==> src/rtl/seg_pkg.sv <==
// Shared constants for the seven-segment scan controller: glyph table,
// blank pattern and a width helper for the scan index and prescaler.
package seg_pkg;

   // Active-high {g,f,e,d,c,b,a}; letters A b C d E F for 10..15.
   localparam logic [6:0] GLYPH_TBL [16] = '{
      7'h3F, 7'h06, 7'h5B, 7'h4F, 7'h66, 7'h6D, 7'h7D, 7'h07,
      7'h7F, 7'h6F, 7'h77, 7'h7C, 7'h39, 7'h5E, 7'h79, 7'h71
   };

   localparam logic [6:0] SEG_OFF = 7'h00;

   // Never returns 0 so a single-digit build still gets a 1-bit index.
   function automatic int clog2(input int value);
      int w;
      w = 0;
      while ((1 << w) < value) w++;
      if (w == 0) w = 1;
      return w;
   endfunction

endpackage

==> src/rtl/seg_hex_decode.sv <==
// Combinational nibble to active-high seven-segment glyph.
module seg_hex_decode
   import seg_pkg::*;
(
   input  logic [3:0] nibble,
   output logic [6:0] glyph
);

   assign glyph = GLYPH_TBL[nibble];

endmodule

==> src/rtl/seg_scan_ctrl.sv <==
// Latched, time-multiplexed N-digit seven-segment controller with
// programmable scan rate, optional leading-zero blanking and output polarity.
module seg_scan_ctrl
   import seg_pkg::*;
#(
   parameter int DIGITS     = 4,
   parameter int SCAN_DIV   = 50000,
   parameter int ACTIVE_LOW = 1,
   parameter int LZB        = 0
) (
   input  logic                  clk,
   input  logic                  rst_n,
   input  logic                  en,
   input  logic [4*DIGITS-1:0]   data_in,
   input  logic [DIGITS-1:0]     dp_in,
   input  logic                  we,
   input  logic [DIGITS-1:0]     digit_we,
   output logic [4*DIGITS-1:0]   data_out,
   output logic [6:0]            seg,
   output logic                  dp,
   output logic [DIGITS-1:0]     an,
   output logic                  scan_tick
);

   localparam int IW = clog2(DIGITS);
   localparam int PW = clog2(SCAN_DIV);
   localparam logic [PW-1:0] PRE_LAST = PW'(SCAN_DIV - 1);
   localparam logic [IW-1:0] IDX_LAST = IW'(DIGITS - 1);
   localparam logic          POL      = (ACTIVE_LOW != 0);

   logic [4*DIGITS-1:0] disp_q;
   logic [DIGITS-1:0]   dpreg_q;
   logic [PW-1:0]       pre_q;
   logic [IW-1:0]       idx_q;
   logic                tick_q;

   logic [DIGITS-1:0]   blank;
   logic                zero_above;
   logic [3:0]          sel_nib;
   logic                sel_dp;
   logic                sel_blank;
   logic [DIGITS-1:0]   sel_an;
   logic [6:0]          sel_glyph;

   logic [DIGITS-1:0]   an_q;
   logic [6:0]          seg_q;
   logic                dp_q;

   always_ff @(posedge clk) begin
      if (!rst_n) begin
         disp_q  <= '0;
         dpreg_q <= '0;
      end else if (we) begin
         for (int i = 0; i < DIGITS; i++) begin
            if (digit_we[i]) begin
               disp_q[4*i +: 4] <= data_in[4*i +: 4];
               dpreg_q[i]       <= dp_in[i];
            end
         end
      end
   end

   // tick_q rises together with the new index value.
   always_ff @(posedge clk) begin
      if (!rst_n) begin
         pre_q  <= '0;
         idx_q  <= '0;
         tick_q <= 1'b0;
      end else begin
         tick_q <= 1'b0;
         if (en) begin
            if (pre_q == PRE_LAST) begin
               pre_q  <= '0;
               tick_q <= 1'b1;
               idx_q  <= (idx_q == IDX_LAST) ? '0 : idx_q + 1'b1;
            end else begin
               pre_q <= pre_q + 1'b1;
            end
         end
      end
   end

   // Digit i>0 blanks when it and every higher nibble are zero.
   always_comb begin
      blank      = '0;
      zero_above = 1'b1;
      for (int i = DIGITS - 1; i >= 1; i--) begin
         zero_above = zero_above && (disp_q[4*i +: 4] == 4'h0);
         blank[i]   = (LZB != 0) && zero_above;
      end
   end

   always_comb begin
      sel_nib   = '0;
      sel_dp    = 1'b0;
      sel_blank = 1'b0;
      sel_an    = '0;
      for (int i = 0; i < DIGITS; i++) begin
         if (idx_q == IW'(i)) begin
            sel_nib   = disp_q[4*i +: 4];
            sel_dp    = dpreg_q[i];
            sel_blank = blank[i];
            sel_an[i] = 1'b1;
         end
      end
   end

   seg_hex_decode u_dec (
      .nibble (sel_nib),
      .glyph  (sel_glyph)
   );

   // Polarity is applied only here; everything upstream is active-high.
   always_ff @(posedge clk) begin
      if (!rst_n) begin
         an_q  <= {DIGITS{POL}};
         seg_q <= {7{POL}};
         dp_q  <= POL;
      end else begin
         an_q  <= (en ? sel_an : '0) ^ {DIGITS{POL}};
         seg_q <= ((en && !sel_blank) ? sel_glyph : SEG_OFF) ^ {7{POL}};
         dp_q  <= (en && !sel_blank && sel_dp) ^ POL;
      end
   end

   assign data_out  = disp_q;
   assign seg       = seg_q;
   assign dp        = dp_q;
   assign an        = an_q;
   assign scan_tick = tick_q;

endmodule
==> config.mk <==
export PLATFORM = sky130hd
export DESIGN_NAME = seg_scan_ctrl
export DESIGN_NICKNAME = d
export VERILOG_FILES = /design/src/rtl/seg_pkg.sv /design/src/rtl/seg_hex_decode.sv /design/src/rtl/seg_scan_ctrl.sv
export SDC_FILE = /design/constraint.sdc
export NUM_CORES = 1
export LEC_CHECK = 0
export ABC_AREA = 1
export CORE_MARGIN = 4
export CORE_UTILIZATION = 29
export DETAILED_ROUTE_END_ITERATION = 8
export PLACE_DENSITY = 0.56
export SLEW_MARGIN = 20
export SYNTH_ARGS = -nofsm -noshare
export SYNTH_HDL_FRONTEND = slang
export SYNTH_HIERARCHICAL = 1
export SYNTH_SLANG_ARGS = --single-unit
==> constraint.sdc <==
create_clock -name clk -period 2.34 [get_ports clk]
set_input_delay 0.468 -clock clk [delete_from_list [all_inputs] [get_ports clk]]
set_output_delay 0.468 -clock clk [all_outputs]
set_load 0.01 [all_outputs]
==> results.sh <==
export IMPL_status="finished clean"
export IMPL_floorplan_die_height_um=100
export IMPL_seq_area_sq_mm=0.00102
export IMPL_p_per_area_mw_per_mm2=578
export IMPL_grt_util_overall_pct=12.4
export IMPL_antenna_cells_inserted=0
export IMPL_clk_insertion_delay_late_ns=0.30
export IMPL_hold_class="register to register"
export IMPL_crit_fanout=8
export IMPL_wl_met3_um=365
export IMPL_timing_final_setup_violations=0
export IMPL_wl_met1_um=3010
export IMPL_post_drt_via_cell_ratio=4.37
export IMPL_rows=33
export IMPL_synth_lib_cells_used_distinct=29
export IMPL_postSynthNetCount=390
export IMPL_worst_pin_slew_ns=0.387
export IMPL_final_layout_size_suffix_gt1_share_pct=5.84
export IMPL_routed_wirelength_um=5910
export IMPL_cts_buffers=5
export IMPL_dp_hpwl_um=4640
export IMPL_crit_slowest_cell="sky130_fd_sc_hd__dfxtp_1"
export IMPL_setup_ws_ns=0.293
export IMPL_setup_total_negative_slack_ns=0
export IMPL_leakage_nw=1.36
export IMPL_dominantRegCellSynth="sky130_fd_sc_hd__dfxtp_1"
export IMPL_start_kind="register"
export IMPL_syn_area_per_cell_sq_um=7.05
export IMPL_edff_count_synth=0
export IMPL_postSynthRegisterBits=51
export IMPL_crit_arrival_ns=2.23
export IMPL_slew_limit_headroom_pct=74.2
export IMPL_commonest_non_fill_non_tap_cells_in_the_layout="79 x sky130_fd_sc_hd__nand2_1, 63 x sky130_fd_sc_hd__nor2_1, 56 x sky130_fd_sc_hd__clkdlybuf4s50_1"
export IMPL_stdcell_area_sq_mm=0.00329
export IMPL_async_flop_share_pct=0
export IMPL_worst_setup_path_end_kind="register"
export IMPL_final_fill_count=880
export IMPL_critical_path_n_buffers_inverters=3
export IMPL_area_delta_synth_final_pct=33.2
export IMPL_dp_worst_setup_slack_ns=0.235
export IMPL_leading_cell_type_in_the_layout_fill_and_taps_excluded="sky130_fd_sc_hd__nand2_1"
export IMPL_skew_ns=0.00535
export IMPL_portBuffers=56
export IMPL_post_synth_instance_area_sq_mm=0.00247
export IMPL_top_layer="met4"
export IMPL_placedInstanceArea_sq_mm=0.00315
export IMPL_grt_pass1_vias=2225
export IMPL_detailedRoute_firstPassIterationCount=4
export IMPL_antenna_violating_nets_post_route=0
export IMPL_syn_instance_count=350
export IMPL_hold_viol=0
export IMPL_worst_path_most_repeated_cell="sky130_fd_sc_hd__nand2_1"
export IMPL_cts_root_buffer_cell="sky130_fd_sc_hd__clkbuf_8"
export IMPL_period_minus_slack_ns=2.05
export IMPL_design_core_area_sq_mm=0.00826
export IMPL_die_area_sq_mm=0.0100
export IMPL_critPathMaxStageDelay_ns=0.38
export IMPL_final_instance_count_excl_fill=516
export IMPL_clk_pin_slew_ns=0.09
export IMPL_layout_worst_path_cycle_share_pct=87.5
export IMPL_postCtsHoldBufs=0
export IMPL_max_cap_violations=0
export IMPL_post_layout_total_power_mw=1.90
export IMPL_met2WireLength_um=2500
export IMPL_remaining_drc_errors=0
export IMPL_htreeDepth=2
export IMPL_critPathKind="register to register"
export IMPL_grt_max_degree=30
export IMPL_critical_path_required_ns=2.52
export IMPL_clock_fmax_mhz=488
export IMPL_dr_total_vias=2253
export IMPL_grt_pass1_wl_um=10200
export IMPL_clock_sink_count=51
export IMPL_final_nets=450
export IMPL_final_max_slew_viol_count=0
export IMPL_multi_input_gate_area_in_the_final_layout_sq_mm=0.00126
export IMPL_clock_tree_buffer_depth=2
export IMPL_crit_family="adder cells"
export IMPL_yosysWarningCount=6
export IMPL_rsz0062_at_grt="no"
export IMPL_irDropWorstVdd_v=0.000237
export IMPL_postCtsSetupBuffers=0
export IMPL_floorplan_initialDensity_pct=29.9
export IMPL_cts_tree="yes"
export IMPL_top_level_ports=57
export IMPL_gp_congestion=0.864
export IMPL_routed_wire_length_per_instance_um=11.5
export IMPL_path_cells="inv_1 -> ha_1 -> inv_1 -> o211ai_1 -> a22oi_1 -> inv_1 -> ha_1 -> nand2_1 -> o21ai_0 -> nand2_1 -> nand2_1 -> nand2_1"
export IMPL_drtIter0Drc=108
export IMPL_die_w_um=100
export IMPL_grt_overflow_total=0
export IMPL_antenna_found_initial=0
export IMPL_synth_sequential_area_ratio_pct=41.4
export IMPL_dp_cells=508
==> state kept, by name (all words and copies together), names as in the netlist <==
register,cells
dpreg_q,4
idx_q,2
data_out,16
pre_q,16
scan_tick,1
seg,7
dp,1
an,4
==> power by group <==
group          internal (mW)  leakage (nW)  switching, mW
sequential             0.904         0.417         0.0239
combinational          0.139         0.878          0.126
clock                  0.427        0.0654          0.280
total                   1.47          1.36          0.430
==> cells by family (layout without fill, tap and decap cells) <==
logic type | count (synthesis) | count (layout) | share of synthesized area [%]
XOR/XNOR | 3 | 3 | 1.07
adder cells (fa/ha/maj) | 12 | 12 | 6.09
buffers and inverters | 46 | 107 | 7.61
AND/OR/NAND/NOR | 185 | 185 | 32.0
AO/OA/AOI/OAI | 53 | 53 | 11.8
flip-flops | 51 | 51 | 41.4
==> metrics by stage <==
| stage | utilization [%] | hold slack [ns] |
|---|---|---|
| after global placement | 38.2 | 0.471 |
| after CTS | 39.8 | 0.492 |
| after floorplan | - | 0.429 |
| final | 39.8 | 0.486 |
| after detailed placement | 38.2 | 0.477 |
| after global routing | 39.8 | 0.519 |
==> cell usage after synthesis (2+ instances only) <==
library cell | number | share of area, %
sky130_fd_sc_hd__nand2_1 | 79 | 12
sky130_fd_sc_hd__nor2_1 | 63 | 9.6
sky130_fd_sc_hd__dfxtp_1 | 51 | 41
sky130_fd_sc_hd__inv_1 | 37 | 5.6
sky130_fd_sc_hd__o21ai_0 | 27 | 5.5
sky130_fd_sc_hd__nand3_1 | 21 | 4.3
sky130_fd_sc_hd__a21oi_1 | 15 | 3.0
sky130_fd_sc_hd__ha_1 | 12 | 6.1
sky130_fd_sc_hd__nand4_1 | 6 | 1.5
sky130_fd_sc_hd__nor3_1 | 6 | 1.2
sky130_fd_sc_hd__a22oi_1 | 3 | 0.91
sky130_fd_sc_hd__buf_2 | 3 | 0.61
sky130_fd_sc_hd__clkbuf_1 | 3 | 0.46
sky130_fd_sc_hd__nand2_2 | 3 | 0.76
sky130_fd_sc_hd__o211ai_1 | 3 | 0.91
sky130_fd_sc_hd__nand3_2 | 2 | 0.81
sky130_fd_sc_hd__nor2_4 | 2 | 0.91
sky130_fd_sc_hd__o21bai_1 | 2 | 0.61
sky130_fd_sc_hd__xor2_1 | 2 | 0.71
==> worst min-delay path: cells and delay by family, from the launching register on <==
kind / cells / cell delay [ns]
compound gates: 1 / 0.06
buf+inv: 1 / 0.08
flops: 1 / 0.31
==> layout make-up <==
cell class / count / area share (%)
Timing Repair Buffer: 61 / 18.2
Inverter: 38 / 4.34
Clock inverter: 2 / 1.83
Multi-Input combinational cell: 253 / 38.4
Clock buffer: 6 / 2.21
Sequential cell: 51 / 31.1
Tap cell: 105 / 4.00
==> routing by layer <==
| layer | up-vias | track usage [%] |
|---|---|---|
| li1 | 1231 | - |
| met1 | 972 | 17.0 |
| met2 | 48 | 18.8 |
| met3 | 2 | 3.68 |
| met4 | 0 | 3.73 |
| met5 | - | 0 |
==> final timing paths <==
check	start	endpoint	slack, ns	cells after the start
worst max-delay path	idx_q[1]$_SDFFE_PN0P_	seg[3]$_SDFF_PN1_	0.29	12
worst min-delay path	dpreg_q[3]$_SDFFE_PN0P_	dpreg_q[3]$_SDFFE_PN0P_	0.49	2
worst max register to register	idx_q[1]$_SDFFE_PN0P_	seg[3]$_SDFF_PN1_	0.29	12
worst min register to register	dpreg_q[3]$_SDFFE_PN0P_	dpreg_q[3]$_SDFFE_PN0P_	0.49	2
==> repair_timing <==
item	CTS	global route
hold endpoints to repair	0	0
gates resized for setup	0	1
setup endpoints to repair	0	1
No activity file was read; power rests on OpenSTA's default activity.
==> RTL change: new RTL, same settings <==
Set the parameter `DIGITS` to 2 (it was 4).
--- a/src/rtl/seg_scan_ctrl.sv
+++ b/src/rtl/seg_scan_ctrl.sv
@@ -5,3 +5,3 @@
 #(
-   parameter int DIGITS     = 4,
+   parameter int DIGITS     = 2,
    parameter int SCAN_DIV   = 50000,
Ports: changed (5 resized); port bits go from 57 to 35. The function was not compared with the original's and may differ.
==> RTL change against the original RTL <==
  * Wire length is 27% lower
  * Sequential cell count is 13 lower
  * Combinational power is 31% lower
  * Power is 19% lower
  * Setup slack better by 0.35 ns
  * Synthesized area is 23% lower
  * Final area is 25% lower
  * Clock skew is 0.0089 ns higher
  * Largest cell class unchanged
==> RTL change: results (changes against the original RTL) <==
* Outcome: complete, no violations
- The startpoint identified for the worst register-to-register timing path is idx_q.
- The depth of the CTS H-tree came to 2 (unchanged).
- Upper clock frequency limit: 0.5876 GHz (+20%)
- The reported leakage power is 1.029 nW (-24%).
- Total number of yosys warnings: 6 (unchanged)
* Average vias per placed instance: 4.418 (+1.2%)
* Grt met1 use: 15.05% (-1.9 points)
- The number of diodes added for antenna fixing was 0 (unchanged).
- The largest voltage drop on the vdd net came to 0.3300 mV (+39%).
- In this run the most critical hold path is launched from dpreg_q[1].
- Met3 usage in global routing: 2.793% (-0.89 points)
- Filler Cells Inserted: 665 (-24%)
- GRT Resource Usage Total: 11.77% (-0.61 points)
* Clk buf depth: 2 (unchanged)
- Most used flip-flop cell after synthesis: dfxtp_1
* Synthesized cell area: 0.001891 mm² (-23%)
- Fraction of registers with async set or reset after synthesis: 0% (unchanged)
- In the post-synthesis netlist, the biggest area contributors are dfxtp_1 (40%), nand2_1 (16%), nor2_1 (9.1%), inv_1 (5.6%), ha_1 (5.3%).
- Share of synthesized area occupied by flip-flops and latches: 40.24% (-1.1 points)
- Number of global-route vias before repair: 1586 (-29%)
- Clock slew at the register clock pins of the worst setup and hold paths: 0.08 ns
- Start point of the critical path: data_out[2]
- The TritonCTS buffer count is 5 (unchanged).
* Met2 usage: 18.89% (+0.14 points)
- Highest cell delay on the worst timing path: 0.57 ns (+0.19 ns)
* Post_cts resized: 0 (unchanged)
- The path class of the tightest hold or removal check is reg -> reg.
* HPWL Detailed: 3.364 mm (-28%)
* Violation count after the first detailed-route iteration: 51 (-53%)
* Cell family contributing the most delay on the critical path: buffers and inverters
- The number of buffers added on ports came to 34 (-39%).
* First-pass GRT wire length: 7.162 mm (-30%)
* Number of nets in the finished design: 336 (-25%)
* Data arrival time of the critical path: 1.23 ns (-1.00 ns)
- Register bank with the most flops: pre_q
* Register-to-Register Setup Slack: 0.67 ns (+0.38 ns)
* Pre-CTS setup slack: 0.4637 ns (+0.2282 ns)
- The average detailed-routed wire length per instance is 11.03 µm (-3.8%).
- Among all stages on the critical path, the largest delay is contributed by clkdlybuf4s50_1.
- The switching power of the nets came to 0.0003547 W (-17%).
- The largest net degree at the start of global routing was 19 (-37%).
- Net count after synthesis: 297 (-24%)
- Max FFs per register: 16
- Clock latency reported for the late side of the worst-skew pair: 0.30 ns (about the same)
- The first-pass detailed-route iteration total is 4 (unchanged).
- Synth unique cells: 28 (-3.4%)
- Transition time of the tightest slew-check pin: 0.2948 ns (-0.09178 ns)
- Post-CTS setup repair buffer count: 0 (unchanged)
- Share of cells above drive strength 1: 8.946% (+3.1 points)
- The post-route clock skew was 0.01423 ns (+0.008876 ns).
* Initial antenna violation count: 0 (unchanged)
* Critical-path maximum fanout: 3 (-5)
- In the synthesized netlist, the cells that appear most often are nand2_1 (80), nor2_1 (46), dfxtp_1 (38).
- RD Place Congestion: 0.8515 (-1.4%)
* Buffer cell driving the clock tree root: clkbuf_8
==> RTL change: cell count changes after synthesis, sizes merged, moves of 7 or more <==
cell / change
dfxtp: -13
a21oi: -10
inv: -7
nor2: -13
o21ai: -13
==> RTL change: routing by layer <==
metal	vias to the layer above	part of all wire (%)
met5	-	0
met4	0	1.8
met3	7	2.9
met2	20	46
met1	761	50
li1	935	-
==> RTL change: power by group through the flow <==
stage / Clock, W / Combinational [W] / Sequential (W)
after global routing: 0.000715 / 0.000208 / 0.000687
after global placement: 0 / 0.000185 / 0.000700
after CTS: 0.000695 / 0.000186 / 0.000685
after floorplan: 0 / 0.0000917 / 0.000708
after detailed placement: 0 / 0.000185 / 0.000700
final: 0.000675 / 0.000183 / 0.000684
==> RTL change: cells by family after synthesis <==
group | after synthesis | synth area share (%)
adder cells (fa/ha/maj) | 8 | 5.295
AO/OA/AOI/OAI | 24 | 7.082
AND/OR/NAND/NOR | 165 | 38.39
XOR/XNOR | 4 | 1.853
flip-flops | 38 | 40.24
buffers and inverters | 34 | 7.148
==> RTL change: per-stage QoR <==
step                hold WS [ns]  area (µm²)  instances
floorplan                 0.4244        1891        273
global placement          0.4486        2318        382
detailed placement        0.4516        2318        382
CTS                       0.4630        2456        390
global route              0.4802        2456        390
finish                    0.4593        2456        390
==> RTL change: final timing paths <==
check | endpoint | cells past startpoint
setup / recovery | data_out[2] | 1
hold / removal | dp | 1
setup reg to reg | seg[3] | 10
hold reg to reg | dp | 1
==> RTL change: area by class of cell <==
cell class / count / area (µm²) / area share [%]
multi-input cells: 201 / 994.7 / 40.50
clock inverters: 3 / 68.82 / 2.802
repair buffers: 35 / 347.8 / 14.16
clock buffers: 5 / 68.82 / 2.802
inverters: 31 / 118.9 / 4.840
well taps: 77 / 96.34 / 3.923
flip-flops and latches: 38 / 760.7 / 30.97
